===== src/rtl/cfg_stream_loader.sv =====
// Loads a configuration frame from a host AXI-stream into a CLB bitstream port.
// The frame is serialised LSB slice first, then the loader waits for the CLB to confirm before entering run mode.
`timescale 1ns/1ps
module cfg_stream_loader #(
  parameter int IN_WIDTH     = 8,
  parameter int OUT_WIDTH    = 1,
  parameter int FRAME_BITS   = 64,
  parameter int DONE_TIMEOUT = 16
) (
  input  logic                 clk,
  input  logic                 rst,
  input  logic                 start,
  input  logic [IN_WIDTH-1:0]  s_data,
  input  logic                 s_valid,
  output logic                 s_ready,
  input  logic                 s_last,
  output logic [OUT_WIDTH-1:0] m_data,
  output logic                 m_valid,
  input  logic                 m_ready,
  output logic                 cfg,
  input  logic                 cfg_ready,
  output logic                 run,
  output logic                 error
);

  localparam int SLICES = IN_WIDTH / OUT_WIDTH;
  localparam int WORDS  = FRAME_BITS / IN_WIDTH;
  localparam int BW     = (SLICES > 1) ? $clog2(SLICES) : 1;
  localparam int WW     = (WORDS > 1) ? $clog2(WORDS) : 1;
  localparam int TW     = $clog2(DONE_TIMEOUT + 1);

  typedef enum logic [2:0] {IDLE, LOAD, DRAIN, RUN, ERR} state_t;

  state_t              state;
  logic [IN_WIDTH-1:0] shreg;
  logic [BW-1:0]       beat_cnt;
  logic [WW-1:0]       word_cnt;
  logic [TW-1:0]       tmo_cnt;
  logic                final_word;

  logic fire, last_slice, accept, is_final, bad_word;

  assign fire       = m_valid & m_ready;
  assign last_slice = (beat_cnt == BW'(SLICES - 1));
  // A new word may enter as the previous word's last slice leaves, so a steady stream has no bubbles.
  assign s_ready    = (state == LOAD) && !final_word && (!m_valid || (m_ready && last_slice));
  assign accept     = s_valid & s_ready;
  assign is_final   = (word_cnt == WW'(WORDS - 1));
  assign bad_word   = (s_last != is_final);
  assign m_data     = shreg[OUT_WIDTH-1:0];

  // NOTE: sequential state uses non-blocking assignments so every register samples pre-edge values.
  always_ff @(posedge clk) begin
    if (rst) begin
      state      <= IDLE;
      // NOTE: the shift register is reset too, because m_data is driven straight from it.
      shreg      <= '0;
      beat_cnt   <= '0;
      word_cnt   <= '0;
      tmo_cnt    <= '0;
      final_word <= 1'b0;
      m_valid    <= 1'b0;
      cfg        <= 1'b0;
      run        <= 1'b0;
      error      <= 1'b0;
    end else begin
      case (state)
        IDLE, RUN, ERR: begin
          if (start) begin
            state      <= LOAD;
            beat_cnt   <= '0;
            word_cnt   <= '0;
            tmo_cnt    <= '0;
            final_word <= 1'b0;
            m_valid    <= 1'b0;
            cfg        <= 1'b1;
            run        <= 1'b0;
            error      <= 1'b0;
          end
        end
        LOAD: begin
          if (accept) begin
            if (bad_word) begin
              // A misplaced s_last aborts the frame; the offending word is dropped.
              state   <= ERR;
              error   <= 1'b1;
              cfg     <= 1'b0;
              m_valid <= 1'b0;
            end else begin
              shreg      <= s_data;
              m_valid    <= 1'b1;
              beat_cnt   <= '0;
              word_cnt   <= word_cnt + 1'b1;
              final_word <= is_final;
            end
          end else if (fire) begin
            if (last_slice) begin
              m_valid <= 1'b0;
              if (final_word) begin
                state   <= DRAIN;
                tmo_cnt <= '0;
              end
            end else begin
              shreg    <= shreg >> OUT_WIDTH;
              beat_cnt <= beat_cnt + 1'b1;
            end
          end
        end
        DRAIN: begin
          if (cfg_ready) begin
            state <= RUN;
            cfg   <= 1'b0;
            run   <= 1'b1;
          end else if (tmo_cnt == TW'(DONE_TIMEOUT - 1)) begin
            state <= ERR;
            cfg   <= 1'b0;
            error <= 1'b1;
          end else begin
            tmo_cnt <= tmo_cnt + 1'b1;
          end
        end
        default: state <= IDLE;
      endcase
    end
  end

endmodule


===== config.mk =====
export PLATFORM = sky130hd
export DESIGN_NAME = cfg_stream_loader
export DESIGN_NICKNAME = d
export VERILOG_FILES = /design/src/rtl/cfg_stream_loader.sv
export SDC_FILE = /design/constraint.sdc
export NUM_CORES = 1
export LEC_CHECK = 0
export CORE_MARGIN = 1.5
export CORE_UTILIZATION = 40
export CTS_BUF_LIST = sky130_fd_sc_hd__clkbuf_4 sky130_fd_sc_hd__clkbuf_8
export CTS_CLUSTER_SIZE = 14
export DETAILED_ROUTE_END_ITERATION = 10
export GPL_ROUTABILITY_DRIVEN = 0
export RECOVER_POWER = 50
export SYNTH_ARGS = -nofsm -noshare
export SYNTH_HDL_FRONTEND = slang
export SYNTH_SLANG_ARGS = --single-unit

===== constraint.sdc =====
create_clock -name clk -period 2.95 [get_ports clk]
set_input_delay 0.59 -clock clk [delete_from_list [all_inputs] [get_ports clk]]
set_output_delay 0.59 -clock clk [all_outputs]
set_load 0.01 [all_outputs]

==> results of run 1 <==
## cell type report
| cell class | count | area [sq um] | area share, % |
|---|---|---|---|
| multi-input cells | 139 | 898 | 50.6 |
| flip-flops and latches | 27 | 541 | 30.5 |
| repair buffers | 21 | 208 | 11.7 |
| well taps | 48 | 60.1 | 3.39 |
| clock buffers | 4 | 48.8 | 2.75 |
| inverters | 5 | 18.8 | 1.06 |
## layout by cell type, fill, tap and decap left out, drive strengths merged, types with 2 or more instances in the layout
master / n
dfxtp: 27
nor2: 23
a21oi: 21
clkdlybuf4s50: 13
nand2: 11
o21ai: 10
a211oi: 10
nand2b: 7
mux2i: 7
dlygate4sd3: 7
nand3: 7
ha: 6
inv: 5
clkbuf: 4
and3: 3
or3: 3
nor3: 3
nand4: 2
a311oi: 2
nor3b: 2
and2: 2
or3b: 2
or2: 2
## flip-flops by register name (all words and copies together), names as in the netlist
| name | count |
|---|---|
| beat_cnt | 3 |
| m_valid | 1 |
| run | 1 |
| tmo_cnt | 5 |
| final_word | 1 |
| cfg | 1 |
| state | 3 |
| error | 1 |
| shreg | 8 |
| word_cnt | 3 |
## per-stage QoR
step	power [W]	hold WS (ns)	utilization, %	setup slack [ns]	instances
final	0.00117	0.458	48.8	0.275	244
after global routing	0.00126	0.477	48.8	0.189	244
after global placement	0.000961	0.439	47.6	0.339	240
after detailed placement	0.000971	0.449	47.6	0.306	240
after CTS	0.00120	0.462	48.9	0.294	244
after floorplan	0.000837	0.432	-	1.03	178
## logic make-up (layout without fill, tap and decap cells)
kind of cell             after synthesis  count (layout)  share of synthesized area [%]
AO/OA/AOI/OAI                         53              53                           22.1
buffers and inverters                 12              30                           4.32
AND/OR/NAND/NOR                       71              71                           27.0
XOR/XNOR                               2               2                           1.16
flip-flops                            27              27                           35.9
multiplexers                           7               7                           4.65
adder cells (fa/ha/maj)                6               6                           4.98
## tightest hold or removal path, delay by kind of cell (launching register included)
| family | cells | cell delay [ns] |
|---|---|---|
| AND/OR/NAND/NOR | 1 | 0.05 |
| AO/OA/AOI/OAI | 1 | 0.05 |
| flip-flops | 1 | 0.32 |
## worst paths after layout
path	startpoint	endpoint	slack, ns
setup reg to reg	tmo_cnt[0]	tmo_cnt[4]	0.84
hold / removal	tmo_cnt[4]	tmo_cnt[4]	0.46
hold reg to reg	tmo_cnt[4]	tmo_cnt[4]	0.46
setup / recovery	state[0]	s_ready	0.27
## metal layers
metal  track usage, %  up-vias  share of wire, %
met1             22.7      631                46
met2             30.1       21                49
met4             5.59        0               1.6
li1                 -      683                 -
met5                0        -                 0
met3             2.82        5               2.9
## power breakdown
part | internal (W) | switching (W)
Clock | 0.000106 | 0.000118
Sequential | 0.000417 | 0.0000655
Combinational | 0.000200 | 0.000266
==> results.toml, run 1 <==
[final_layout]
drive_above_1_share_pct = 7.65
num_antenna_cells = 0
syn_to_final_growth_pct = 17.7
num-fill-cells = 363
finish.net_count = 218
stdcell_area_sq_um = 1770

[clock_network]
clock_latency_ns = 0.28
post-cts-setup-buffer-count = 0
cts_tree = "done"
clock_root_buffer_master = "clkbuf_8"
cts_hold_repair.buffers = 0
clock_path_buffers = 2
cts.repair.resized = 0
numClockSinks = 27
maximum_level_of_the_cts_h_tree = 1
clk_pin_slew_worst_paths_ns = 0.09
cts_inserted_buffers = 3

[worst_setup_path]
critPathArrivalTime_ns = 2.09
critical-path-top-delay-family = "simple AND/OR/NAND/NOR gates"
critical-path-max-stage-delay_ns = 0.58
end_kind = "output pin"
critical_path_required_ns = 2.36
timing.critical_path.fanout_max = 11
worstPathBufferInverterCount = 1
startpoint_kind_of_the_worst_setup_timing_path = "register"
critical_path_slowest_stage_cell = "clkdlybuf4s50_1"
cp.depth = 4
timing.reg2reg.worst_path_depth = 8
crit_type = "reg -> out"
timing.critical_path.cells = "and2b_2 -> nand2_2 -> nor3_1 -> clkdlybuf4s50_1"

[die]
core.rowCount = 22
core_region_area_sq_um = 3630
die_area_sq_um = 4150
design.portCount = 21
initial_utilization_pct = 41.5
floorplan.die.height_um = 64.4
die_width_um = 64.4

[timing]
final_hold_viol_count = 0
transition_time_of_the_tightest_slew_check_pin_ns = 0.604
clock.fmax_mhz = 374
finalSetupTns_ns = 0
skew_ns = 0.00170
grt_setup_unrepaired = "no"
setup_violators_final = 0
final_period_minus_worst_setup_slack_ns = 2.68
fin_crit_share_pct = 90.7
final_max_slew_viol_count = 0
timing.slew.headroom_pct = 59.7

[synthesis]
count_of_flip_flops_with_a_built_in_enable_after_synthesis = 0
synth.cell_area_sq_um = 1510
avgSynthCellArea_sq_um = 8.47
most_common_flop_cell_mapped_by_yosys = "dfxtp_1"
synth_seq_area_share_pct = 35.9
yosysWarnings = 0
netlist-cell-type-count = 50
fraction_of_synthesis_flops_using_an_asynchronous_set_or_reset_pin_pct = 0
synth_seq_cells = 27
netlist_top_cells_count = "27 x dfxtp_1, 22 x nor2_1, 20 x a21oi_1"
synth_top_cells_by_area = "dfxtp_1 36%, a21oi_1 6.6%, nor2_1 5.5%"
netlist.top_cell.by_area = "dfxtp_1"
synth_cells = 178
synth.top_cell.area_share_pct = 35.9
synth_most_common_cell = "dfxtp_1"
postSynthNetCount = 199

[global_routing]
overflow = 0
grt_util_all_layers_pct = 17.6
grt_max_degree = 16
grt_pass1_vias = 1271
grt_pass1_wl_mm = 5.79
grt_antenna_before_repair = 0

[placed_design]
placedInstanceArea_sq_um = 1730
io_buffers = 20
dp_hpwl_mm = 2.46

[worst_hold_path]
timing.hold.worst.class = "reg -> reg"
number_of_cells_on_the_worst_hold_path = 2

[routing]
route.vias.total = 1340
drt_via_density = 5.49
drtIter0Drc = 119
first_pass_iters = 5
drt_wl_total_mm = 3.27
drtAntennaViolNets = 0
wl_per_cell_um = 13.4
drt_drc_violations_left = 0

[power_and_ir_drop]
p_per_area_nw_per_um2 = 661
power_leakage_nw = 0.633
largest_vdd_supply_drop_uv = 354

[flow_run]
maxCapViolations = 0

[status]
outcome = "finished clean"
No activity file was read; power rests on OpenSTA's default activity.
==> inputs of run 2 (changes only) <==
CORE_UTILIZATION = 60   (was 40)
PLACE_DENSITY = 0.86   (was default)
==> results.toml, run 2 (same netlist as run 1, synthesis figures left out) <==
[die]
die_area_sq_um = 2820
core.rowCount = 17
core_region_area_sq_um = 2300
floorplan.die.height_um = 53.1
design.portCount = 21
die_width_um = 53.1
initial_utilization_pct = 65.6

[worst_setup_path]
end_kind = "output pin"
timing.critical_path.fanout_max = 11
critPathArrivalTime_ns = 2.11
crit_type = "reg -> out"
critical-path-top-delay-family = "simple AND/OR/NAND/NOR gates"
critical_path_slowest_stage_cell = "dfxtp_1"
reg2reg_slack_ns = 0.79
critical-path-max-stage-delay_ns = 0.57
startpoint_kind_of_the_worst_setup_timing_path = "register"
timing.critical_path.cells = "and2b_2 -> nand2_2 -> nor3_1 -> clkdlybuf4s50_1"
critical_path_required_ns = 2.36
worstPathBufferInverterCount = 1

[placed_design]
dp_slack_ns = 0.355
dp_hpwl_mm = 2.53
io_buffers = 20

[timing]
skew_ns = 0.00844
finalSetupTns_ns = 0
timing.hold.ws_ns = 0.479
clock.fmax_mhz = 371
final_hold_viol_count = 0
transition_time_of_the_tightest_slew_check_pin_ns = 0.528
grt_setup_unrepaired = "no"
setup_violators_final = 0
final_max_slew_viol_count = 0
postLayoutSetupSlackWorst_ns = 0.252
final_period_minus_worst_setup_slack_ns = 2.70
fin_crit_share_pct = 91.5
timing.slew.headroom_pct = 64.8

[routing]
drt_drc_violations_left = 0
drtAntennaViolNets = 0
drt_wl_total_mm = 3.47
wl_per_cell_um = 15.5
route.vias.total = 1404
first_pass_iters = 5
drtIter0Drc = 64
drt_via_density = 6.27

[clock_network]
cts_hold_repair.buffers = 0
cts.repair.resized = 0
cts_inserted_buffers = 3
clock_path_buffers = 2
clock_latency_ns = 0.34
clock_root_buffer_master = "clkbuf_4"
numClockSinks = 27
maximum_level_of_the_cts_h_tree = 1
clk_pin_slew_worst_paths_ns = 0.15
cts_tree = "done"
post-cts-setup-buffer-count = 0

[worst_hold_path]
timing.hold.worst.class = "reg -> reg"

[final_layout]
mostFrequentLayoutCell = "dfxtp_1"
max_ffs_per_register = 8
top_regs = "shreg x8, tmo_cnt x5"
num_antenna_cells = 0
syn_to_final_growth_pct = 14.7
layout.cells.most_common_list = "27 x dfxtp_1, 22 x nor2_1, 21 x a21oi_1"
drive_above_1_share_pct = 7.14
register_ranked_first_by_flip_flop_count = "shreg"
finish.net_count = 218

[global_routing]
grt_util_all_layers_pct = 28.6
grt_antenna_before_repair = 0
grt_max_degree = 18
overflow = 0
grt_pass1_wl_mm = 5.91
grt_pass1_vias = 1359

[power_and_ir_drop]
p_per_area_nw_per_um2 = 657
power_leakage_nw = 0.625
largest_vdd_supply_drop_uv = 646

[flow_run]
maxCapViolations = 0

[status]
outcome = "finished clean"
## run 2: cell count changes in the layout (fill, tap and decap cells not counted), sizes merged
| cell | change |
|---|---|
| clkdlybuf4s50 | +1 |
| dlygate4sd3 | -1 |
## run 2: report_power, final
| group | switching [W] | total (W) | internal, W |
|---|---|---|---|
| Sequential | 0.0000669 | 0.000484 | 0.000417 |
| Combinational | 0.000273 | 0.000471 | 0.000198 |
| Clock | 0.000118 | 0.000180 | 0.0000624 |
## run 2: area by class of cell
| type | count | area (sq um) |
|---|---|---|
| clock buffer | 4 | 30.0 |
| fill | 193 | 568 |
| inverter | 5 | 18.8 |
| multi-input combinational | 139 | 897 |
| sequential | 27 | 541 |
| tap | 28 | 35.0 |
| timing repair buffer | 21 | 208 |
## run 2: routing by layer
metal  vias up  global-route usage [%]  wire (um)
met3        10                    7.34        205
met1       647                    32.6       1450
met2        61                    52.5       1770
met4         0                    6.84         44
li1        686                       -          -
met5         -                       0          0
## run 2: tightest hold or removal path: cells and delay by family, from the launching register on
family	cells	cell delay (ns)
and+or+nand+nor	1	0.06
AOI/OAI and AO/OA	1	0.05
DFF	1	0.34
## run 2: worst paths after layout
check	start	cells past startpoint	to
setup / recovery	state[0]	4	s_ready
hold / removal	tmo_cnt[4]	2	tmo_cnt[4]
setup reg to reg	word_cnt[0]	7	shreg[5]
hold reg to reg	tmo_cnt[4]	2	tmo_cnt[4]
## run 2: through the flow
step / util [%] / std cells / total power [W] / instance area [sq um]
after floorplan: - / 178 / 0.000837 / 1510
after global placement: 74.2 / 220 / 0.000949 / 1700
after detailed placement: 74.2 / 220 / 0.000968 / 1700
after CTS: 75.5 / 224 / 0.00114 / 1730
after global routing: 75.3 / 224 / 0.00120 / 1730
final: 75.3 / 224 / 0.00114 / 1730
